===== src/rtl/mips_core_pkg.sv =====
// Shared core definitions: datapath widths, recovery FSM states and the
// default response timeout used by the value-prediction recovery controller.
package mips_core_pkg;

    localparam int unsigned DATA_WIDTH      = 32;
    localparam int unsigned ADDR_WIDTH      = 32;
    localparam int unsigned TIMEOUT_DEFAULT = 255;

    typedef enum logic [2:0] {
        StIdle,
        StPredict,
        StWaitResp,
        StRecover,
        StDone
    } vp_state_e;

endpackage


===== src/rtl/sat_counter.sv =====
// Saturating up-counter for prediction statistics; holds at all-ones instead
// of wrapping.
module sat_counter #(
    parameter int unsigned WIDTH = 32
) (
    input  logic             clk,
    input  logic             rst_n,
    input  logic             inc,
    output logic [WIDTH-1:0] count
);

    logic [WIDTH-1:0] count_q;

    always_ff @(posedge clk or negedge rst_n) begin
        if (!rst_n) begin
            count_q <= '0;
        end else if (inc && (count_q != '1)) begin
            count_q <= count_q + WIDTH'(1);
        end
    end

    assign count = count_q;

endmodule


===== src/rtl/vp_recovery_ctrl.sv =====
// Value-prediction recovery controller: requests a prediction on a D-cache
// miss, checks it against the real response and squashes/redirects on error.
module vp_recovery_ctrl
    import mips_core_pkg::*;
#(
    parameter int unsigned RECOVER_CYCLES = 3,
    parameter int unsigned TIMEOUT        = TIMEOUT_DEFAULT,
    parameter int unsigned CNT_WIDTH      = 32
) (
    input  logic                  clk,
    input  logic                  rst_n,
    input  logic                  load_miss,
    input  logic [ADDR_WIDTH-1:0] load_pc,
    input  logic                  pred_valid,
    input  logic [DATA_WIDTH-1:0] pred_data,
    input  logic                  resp_valid,
    input  logic [DATA_WIDTH-1:0] resp_data,
    output logic                  vp_en,
    output logic                  recover_en,
    output logic                  flush,
    output logic                  redirect_valid,
    output logic [ADDR_WIDTH-1:0] redirect_pc,
    output logic                  fix_valid,
    output logic [DATA_WIDTH-1:0] fix_data,
    output logic                  recovery_done,
    output logic                  busy,
    output logic [CNT_WIDTH-1:0]  n_correct,
    output logic [CNT_WIDTH-1:0]  n_wrong
);

    localparam logic [7:0] WaitLast = 8'(TIMEOUT - 1);
    localparam logic [7:0] RecLast  = 8'(RECOVER_CYCLES - 1);

    vp_state_e             state_q, state_d;
    logic [ADDR_WIDTH-1:0] pc_q, pc_d;
    logic [DATA_WIDTH-1:0] pred_q, pred_d;
    logic [DATA_WIDTH-1:0] resp_q, resp_d;
    logic                  timeout_q, timeout_d;
    logic [7:0]            wait_cnt_q, wait_cnt_d;
    logic [7:0]            rec_cnt_q, rec_cnt_d;
    logic                  inc_correct, inc_wrong;

    always_ff @(posedge clk or negedge rst_n) begin
        if (!rst_n) begin
            state_q    <= StIdle;
            pc_q       <= '0;
            pred_q     <= '0;
            resp_q     <= '0;
            timeout_q  <= 1'b0;
            wait_cnt_q <= '0;
            rec_cnt_q  <= '0;
        end else begin
            state_q    <= state_d;
            pc_q       <= pc_d;
            pred_q     <= pred_d;
            resp_q     <= resp_d;
            timeout_q  <= timeout_d;
            wait_cnt_q <= wait_cnt_d;
            rec_cnt_q  <= rec_cnt_d;
        end
    end

    always_comb begin
        state_d        = state_q;
        pc_d           = pc_q;
        pred_d         = pred_q;
        resp_d         = resp_q;
        timeout_d      = timeout_q;
        wait_cnt_d     = wait_cnt_q;
        rec_cnt_d      = rec_cnt_q;
        inc_correct    = 1'b0;
        inc_wrong      = 1'b0;
        vp_en          = 1'b0;
        recover_en     = 1'b0;
        flush          = 1'b0;
        redirect_valid = 1'b0;
        fix_valid      = 1'b0;
        recovery_done  = 1'b0;

        unique case (state_q)
            StIdle: begin
                // Prediction request must be visible in the miss cycle itself.
                vp_en = load_miss & rst_n;
                if (load_miss) begin
                    pc_d    = load_pc;
                    state_d = StPredict;
                end
            end
            StPredict: begin
                vp_en = 1'b1;
                // Real data already here: the prediction is moot.
                if (resp_valid) begin
                    state_d = StDone;
                end else if (pred_valid) begin
                    pred_d     = pred_data;
                    wait_cnt_d = '0;
                    state_d    = StWaitResp;
                end
            end
            StWaitResp: begin
                recover_en = 1'b1;
                wait_cnt_d = wait_cnt_q + 8'd1;
                if (resp_valid) begin
                    if (resp_data == pred_q) begin
                        inc_correct = 1'b1;
                        state_d     = StDone;
                    end else begin
                        inc_wrong = 1'b1;
                        resp_d    = resp_data;
                        timeout_d = 1'b0;
                        rec_cnt_d = '0;
                        state_d   = StRecover;
                    end
                end else if (wait_cnt_q == WaitLast) begin
                    inc_wrong = 1'b1;
                    timeout_d = 1'b1;
                    rec_cnt_d = '0;
                    state_d   = StRecover;
                end
            end
            StRecover: begin
                flush          = 1'b1;
                redirect_valid = (rec_cnt_q == 8'd0);
                // No trustworthy value exists after a timeout.
                fix_valid      = redirect_valid & ~timeout_q;
                rec_cnt_d      = rec_cnt_q + 8'd1;
                if (rec_cnt_q == RecLast) begin
                    state_d = StDone;
                end
            end
            StDone: begin
                recovery_done = 1'b1;
                state_d       = StIdle;
            end
            default: begin
                state_d = StIdle;
            end
        endcase
    end

    assign busy        = (state_q != StIdle);
    assign redirect_pc = redirect_valid ? (pc_q + ADDR_WIDTH'(4)) : '0;
    assign fix_data    = fix_valid ? resp_q : '0;

    sat_counter #(
        .WIDTH (CNT_WIDTH)
    ) u_cnt_correct (
        .clk   (clk),
        .rst_n (rst_n),
        .inc   (inc_correct),
        .count (n_correct)
    );

    sat_counter #(
        .WIDTH (CNT_WIDTH)
    ) u_cnt_wrong (
        .clk   (clk),
        .rst_n (rst_n),
        .inc   (inc_wrong),
        .count (n_wrong)
    );

endmodule

===== config.mk =====
export PLATFORM = sky130hd
export DESIGN_NAME = vp_recovery_ctrl
export DESIGN_NICKNAME = d
export VERILOG_FILES = /design/src/rtl/mips_core_pkg.sv /design/src/rtl/sat_counter.sv /design/src/rtl/vp_recovery_ctrl.sv
export SDC_FILE = /design/constraint.sdc
export NUM_CORES = 1
export LEC_CHECK = 0
export BUFFER_PORTS_ARGS = -buffer_cell sky130_fd_sc_hd__buf_2
export CORE_MARGIN = 4
export CORE_UTILIZATION = 55
export DETAILED_ROUTE_END_ITERATION = 8
export GPL_TIMING_DRIVEN = 0
export HOLD_SLACK_MARGIN = 0.02
export PLACE_DENSITY = 0.82
export RECOVER_POWER = 25
export SYNTH_ARGS = -nofsm -noshare
export SYNTH_HDL_FRONTEND = slang
export SYNTH_HIERARCHICAL = 1
export SYNTH_SLANG_ARGS = --single-unit
export TNS_END_PERCENT = 10

===== constraint.sdc =====
create_clock -name clk -period 8.65 [get_ports clk]
set_clock_uncertainty 0.2 [all_clocks]
set_input_delay 1.73 -clock clk [delete_from_list [all_inputs] [get_ports clk]]
set_output_delay 1.73 -clock clk [all_outputs]
set_load 0.02 [all_outputs]

---- Word level (Yosys, flattened, before mapping) ----
Cells that the tools add are included.
storage, ports and cells
  logic and storage cells ................. 84
  output and inout port bits .............. 135
  register bits ........................... 180
operators by class
  multiplexer cells ....................... 33
  add/sub/neg operators ................... 5
  bitwise operators ....................... 5
  eq/ne operators ......................... 17
  reductions and logical operators ........ 15
operator list
  kind                   number
  $add 32x1->32 const B  2
  $mux 32                2
  $ne 32x32->1 const B   2
  $mux 8                 5
  $add 32x3->32 const B  1
  $eq 32x32->1           1
  $pmux 8 s2             2
  $mux 3                 7
  $add 8x1->8 const B    2
  $mux 1                 15
  $reduce_and 3->1       5
  $pmux 3 s4             1
  $ne 2x2->1 const B     5
  $ne 3x3->1 const B     3
  $eq 8x2->1 const B     1
  $eq 8x8->1 const B     1
  $logic_not 8->1        1
  $eq 3x2->1 const B     2
  $reduce_bool 2->1      3
  $reduce_and 4->1       1
  $eq 3x1->1 const B     1
  $eq 3x3->1 const B     1
  $logic_not 3->1        1
  $not 1->1              3
  other kinds (5)        7

---- Logic depth before layout (Yosys ltp) ----
  word-level depth ........................ 5
  gate-level depth with buffers ........... 12
  depth with buffers taken out ............ 11

---- Modules after synthesis ----
The synthesis kept the hierarchy.
by module, submodules not included
  module            instances  cells an instance  sequential area each (um2)  area each (um2)
  vp_recovery_ctrl  1          565                2902.8                      6134.6
  sat_counter       2          151                800.8                       1624.1

---- Worst setup path after synthesis ----
OpenSTA, ideal clock, no wires.
  kind .................................... input port to flip-flop
  start point ............................. in resp_data[21]
  end point ............................... reg u_cnt_correct.count_q[29], in the netlist u_cnt_correct/count[29]
  path buffers ............................ 1
  data required time ...................... 8.370 ns
  arrival time ............................ 4.127 ns
  cell stages on the path ................. 10
  setup slack ............................. 4.243 ns
  path through ............................ xor2_1 > nor4_1 > nand4_1 > nor4_1 > and3_1 > nor2b_1 > clkbuf_1 > nand4_1 > nor4_2 > xor2_1
on the way
  cells in the longest elaborated chain, start to end .. 5
ends and longest elaborated chain
  element               line                     source
  from (decl)           vp_recovery_ctrl.sv:17   input logic [DATA_WIDTH-1:0] resp_data,
  $eq 32x32->1          vp_recovery_ctrl.sv:104  if (resp_data == pred_q) begin
  $mux 1                vp_recovery_ctrl.sv:104
  $mux 1                vp_recovery_ctrl.sv:103  if (resp_valid) begin
  $mux 1                vp_recovery_ctrl.sv:80   unique case (state_q)
  net inc_correct       vp_recovery_ctrl.sv:41   logic inc_correct, inc_wrong;
  $logic_and 1x1->1     sat_counter.sv:17        end else if (inc && (count_q != '1)) begin
  to (signal assigned)  sat_counter.sv:18        count_q <= count_q + WIDTH'(1);
  to (decl)             sat_counter.sv:12        logic [WIDTH-1:0] count_q;
The timed path passes the listed nets, and every way through them passes these cells.
A chain may end at the register's enable or synchronous reset.

---- Worst setup path in the final report ----
  start point ............................. reg rec_cnt_q[0]
  end point ............................... out fix_data[5]
on the way
  cells in the longest elaborated chain, start to end .. 4
ends and longest elaborated chain
  element                 line                     source
  from (decl)             vp_recovery_ctrl.sv:40   logic [7:0] rec_cnt_q, rec_cnt_d;
  from (signal assigned)  vp_recovery_ctrl.sv:59   rec_cnt_q <= rec_cnt_d;
  $logic_not 8->1         vp_recovery_ctrl.sv:123  redirect_valid = (rec_cnt_q == 8'd0);
  $and 1x1->1             vp_recovery_ctrl.sv:125  fix_valid = redirect_valid & ~timeout_q;
  $mux 1                  vp_recovery_ctrl.sv:80
  $mux 32                 vp_recovery_ctrl.sv:143  assign fix_data = fix_valid ? resp_q : '0;
  to (decl)               vp_recovery_ctrl.sv:24   output logic [DATA_WIDTH-1:0] fix_data,
Every way passes these cells.

==> metrics.md <==
| Metric | Value |
|---|---|
| Fin. max-slew vios | 0 |
| Tmin final | 4.852 ns |
| Layout cells sized above 1 | 34.74% |
| Clock buffer count from CTS | 17 |
| Synth async-reset ratio | between 90% and 100% |
| Main flop type after synthesis | dfrtp_1 |
| Nets | 1,230 |
| Routed WL | 23,630 µm |
| WL/cell | around 17 µm |
| Clock buffer depth | 2 |
| Number of synthesized flops with an enable pin | 0 |
| # fillers | approximately 1,300 |
| Max VDD drop | 152.3 µV |
| Top Ports | 236 |
| Setup crit end kind | output port |
| 1st-iter DRT viols | a little over 400 |
| Post-synthesis sequential area ratio | between 40% and 50% |
| Tightest Pin Transition | 0.9190 ns |
| Synth cell types | 60 |
| Fin crit share | 56.10% |
| Placed Cells | 1,322 |
| Hold_buf cts | 0 |
| FP Rows | 47 |
| Synthesized area | 9383 µm² |
| Synth Area in XOR/XNOR | between 10% and 20% |
| Worst-path fanout max | 10 |
| Hold path cells | 1 |
| Syn Inst Count | 867 |
| Pin count of the biggest net entering global routing | 107 |
| Largest family of logic cells by synthesized area | simple AND/OR/NAND/NOR gates |
| CP Class | flop to output port |
| Placer Congestion | approximately 0.9 |
| # Post-CTS Setup Buffers | 0 |
| Synth Area in Compound Gates | 5.094% |
| WP data required | 6.72 ns |
| Total power | 2976 µW |
| Crit path arrival time | between 2 and 3 ns |
| Sw Share | 33.13% |
| N_diodes | 0 |
| Reg-to-reg startpoint | pred_q[24] |
| Vias in the first global route | 7,608 |
| Fin. Hold Viols | 0 |
| Detail Placement HPWL | ~18,000 µm |
| Final setup viols | 0 |
| Finished Layout Cells | 1,354 |
| Total number of vias | 7,679 |
| Clk Latency, worst-skew pair | ~0.42 ns |
| Root buf cell | clkbuf_16 |
| Logic pwr share | 28.4% |
| Critical path launch point | rec_cnt_q[0] |
| Number of antenna-violating nets in the routed design | 0 |
| Total gr overflow | 0 |
| Top cell type's share of synthesized area | 48.01% |
| Syn-to-layout area delta | 22.16% |
| Die footprint | between 15,000 and 20,000 µm² |
| Fmax | 206.1 MHz |
| Type of origin of the critical path | flop |
| Clock sink count | 180 |
| Mux share of post-synthesis cell area | 11.39% |
| Area contributors post-synth | dfrtp_1 48%, mux2_2 11%, xnor2_1 5.9% |
| Leading area contributor after synthesis | dfrtp_1 |
| Power share of the clock group | 26.2% |
| Core ar. | 16,640 µm² |
| Commonest non-fill, non-tap cell in the layout | buf_2 |
| First-pass GRT wire length | about 39,000 µm |
| CTS H-Tree Depth | 4 |
| Clock-pin slew on the worst setup and hold paths | roughly 0.070 ns |
| Fin Setup TNS | 0 ns |
| Max_cap viols | 0 |
| Worst hold margin | 0.2923 ns |
| Post-CTS sizing | 0 |
| Port bufs | 234 |
| DRC errors left | 0 |
| Initial antenna violation count | 0 |
| Status | complete, no violations |
| Syn nets | 976 |
| Most frequent cells in the layout | 239 x buf_2, 180 x dfrtp_1, 92 x mux2_2, 63 x xnor2_1, 55 x nor2_1 |
| Lkg Pwr | 0.005389 µW |
| Min-delay src | u_cnt_correct/count[31] |
| Die Ht | between 100 and 150 µm |
| Aggregate global-route resource usage | 24.49% |
| Register share of total power | between 40% and 50% |
| Sw power | slightly below 1000 µW |
| Initial DRT Pass Iterations | 5 |
| Worst hold path class | flop to flop |
| Synth Area in Adders | 1.067% |
| Mean Syn Cell Area | 10.82 µm² |
| Cell Pwr Density | 259.6 nW/µm² |
| RSZ-0062 raised after global routing | false |
| Pint | 1990 µW |
| R2R cell count | 10 |
| DIE WIDTH | about 140 µm |
| Vias per cell | 5.671 |
| Yosys reg bits | 180 |
| Initial core utilization | 56.38% |
| Max_slew headroom | 38.23% |
| Synth Area in Simple Gates | 21.28% |
| CTS tree | done |
| Synth Warn # | 6 |
-- worst max-delay path, cell delays in order (launching register included) --
cell and delay [ns]:
dfrtp_1 0.44, inv_1 0.14, ha_1 0.15, nor3b_1 0.17, nand3_1 0.30, nor2_1 0.46
clkbuf_1 0.45, and2_1 0.22, buf_2 0.17
-- power by group through the flow --
stage	clock network (µW)	logic [µW]	registers (µW)
CTS	794	848	1350
global route	829	943	1390
detailed placement	0	839	1360
finish	778	846	1350
global placement	0	809	1340
floorplan	0	637	1310
-- synthesized netlist by cell type, types with 19 or more instances --
master,n
o21ai_0,19
nand3_1,48
xor2_1,54
nor2_1,55
clkbuf_1,19
mux2_2,92
and2_1,35
xnor2_1,63
nand4_1,45
nand2_1,54
dfrtp_1,180
nor4_1,23
-- path summary, 6_finish.rpt --
kind                                           end  slack (ns)
max                                    fix_data[5]        3.80
min                        u_cnt_correct/count[31]        0.29
max reg2reg                u_cnt_correct/count[29]        4.87
min reg2reg                u_cnt_correct/count[31]        0.29
max in group asynchronous    u_cnt_wrong/count[22]        6.28
min in group asynchronous                resp_q[0]        1.05
-- registers in the layout (all words and copies together) (netlist names) --
name and flops:
pc_q 32, pred_q 32, rec_cnt_q 8, resp_q 32, state_q 3, timeout_q 1
u_cnt_correct/count 32, u_cnt_wrong/count 32, wait_cnt_q 8
-- cells by family (layout without fill, tap and decap cells) --
family | count (synthesis) | in the layout
adder cells (fa/ha/maj) | 8 | 8
flip-flops | 180 | 180
buffers and inverters | 48 | 315
XOR/XNOR | 117 | 117
AND/OR/NAND/NOR | 348 | 348
AO/OA/AOI/OAI | 71 | 71
multiplexers | 95 | 95
-- metal layers --
metal	global-route usage [%]	share of wire, %
met1	32.90	43
met2	41.24	50
met3	5.310	5.5
met4	5.561	1.3
met5	0	0
-- final cells by class --
type | instances | area (µm²) | area share, %
plain buffers | 29 | 138.9 | 1.212
clock buffers | 18 | 439.2 | 3.831
clock inverters | 14 | 150.1 | 1.310
inverters | 19 | 71.32 | 0.6222
multi-input cells | 639 | 4674 | 40.78
flip-flops and latches | 180 | 4504 | 39.30
well taps | 220 | 275.3 | 2.401
repair buffers | 235 | 1209 | 10.54
-- per-stage QoR --
stage | area [µm²] | utilization, % | worst slack [ns]
floorplan | 9383 | - | 4.243
global placement | 10830 | 65.07 | 1.339
detailed placement | 10870 | 65.33 | 3.458
CTS | 11460 | 68.87 | 3.705
global route | 11460 | 68.87 | 3.558
finish | 11460 | 68.87 | 3.798
Power figures use the tool's default switching activity.
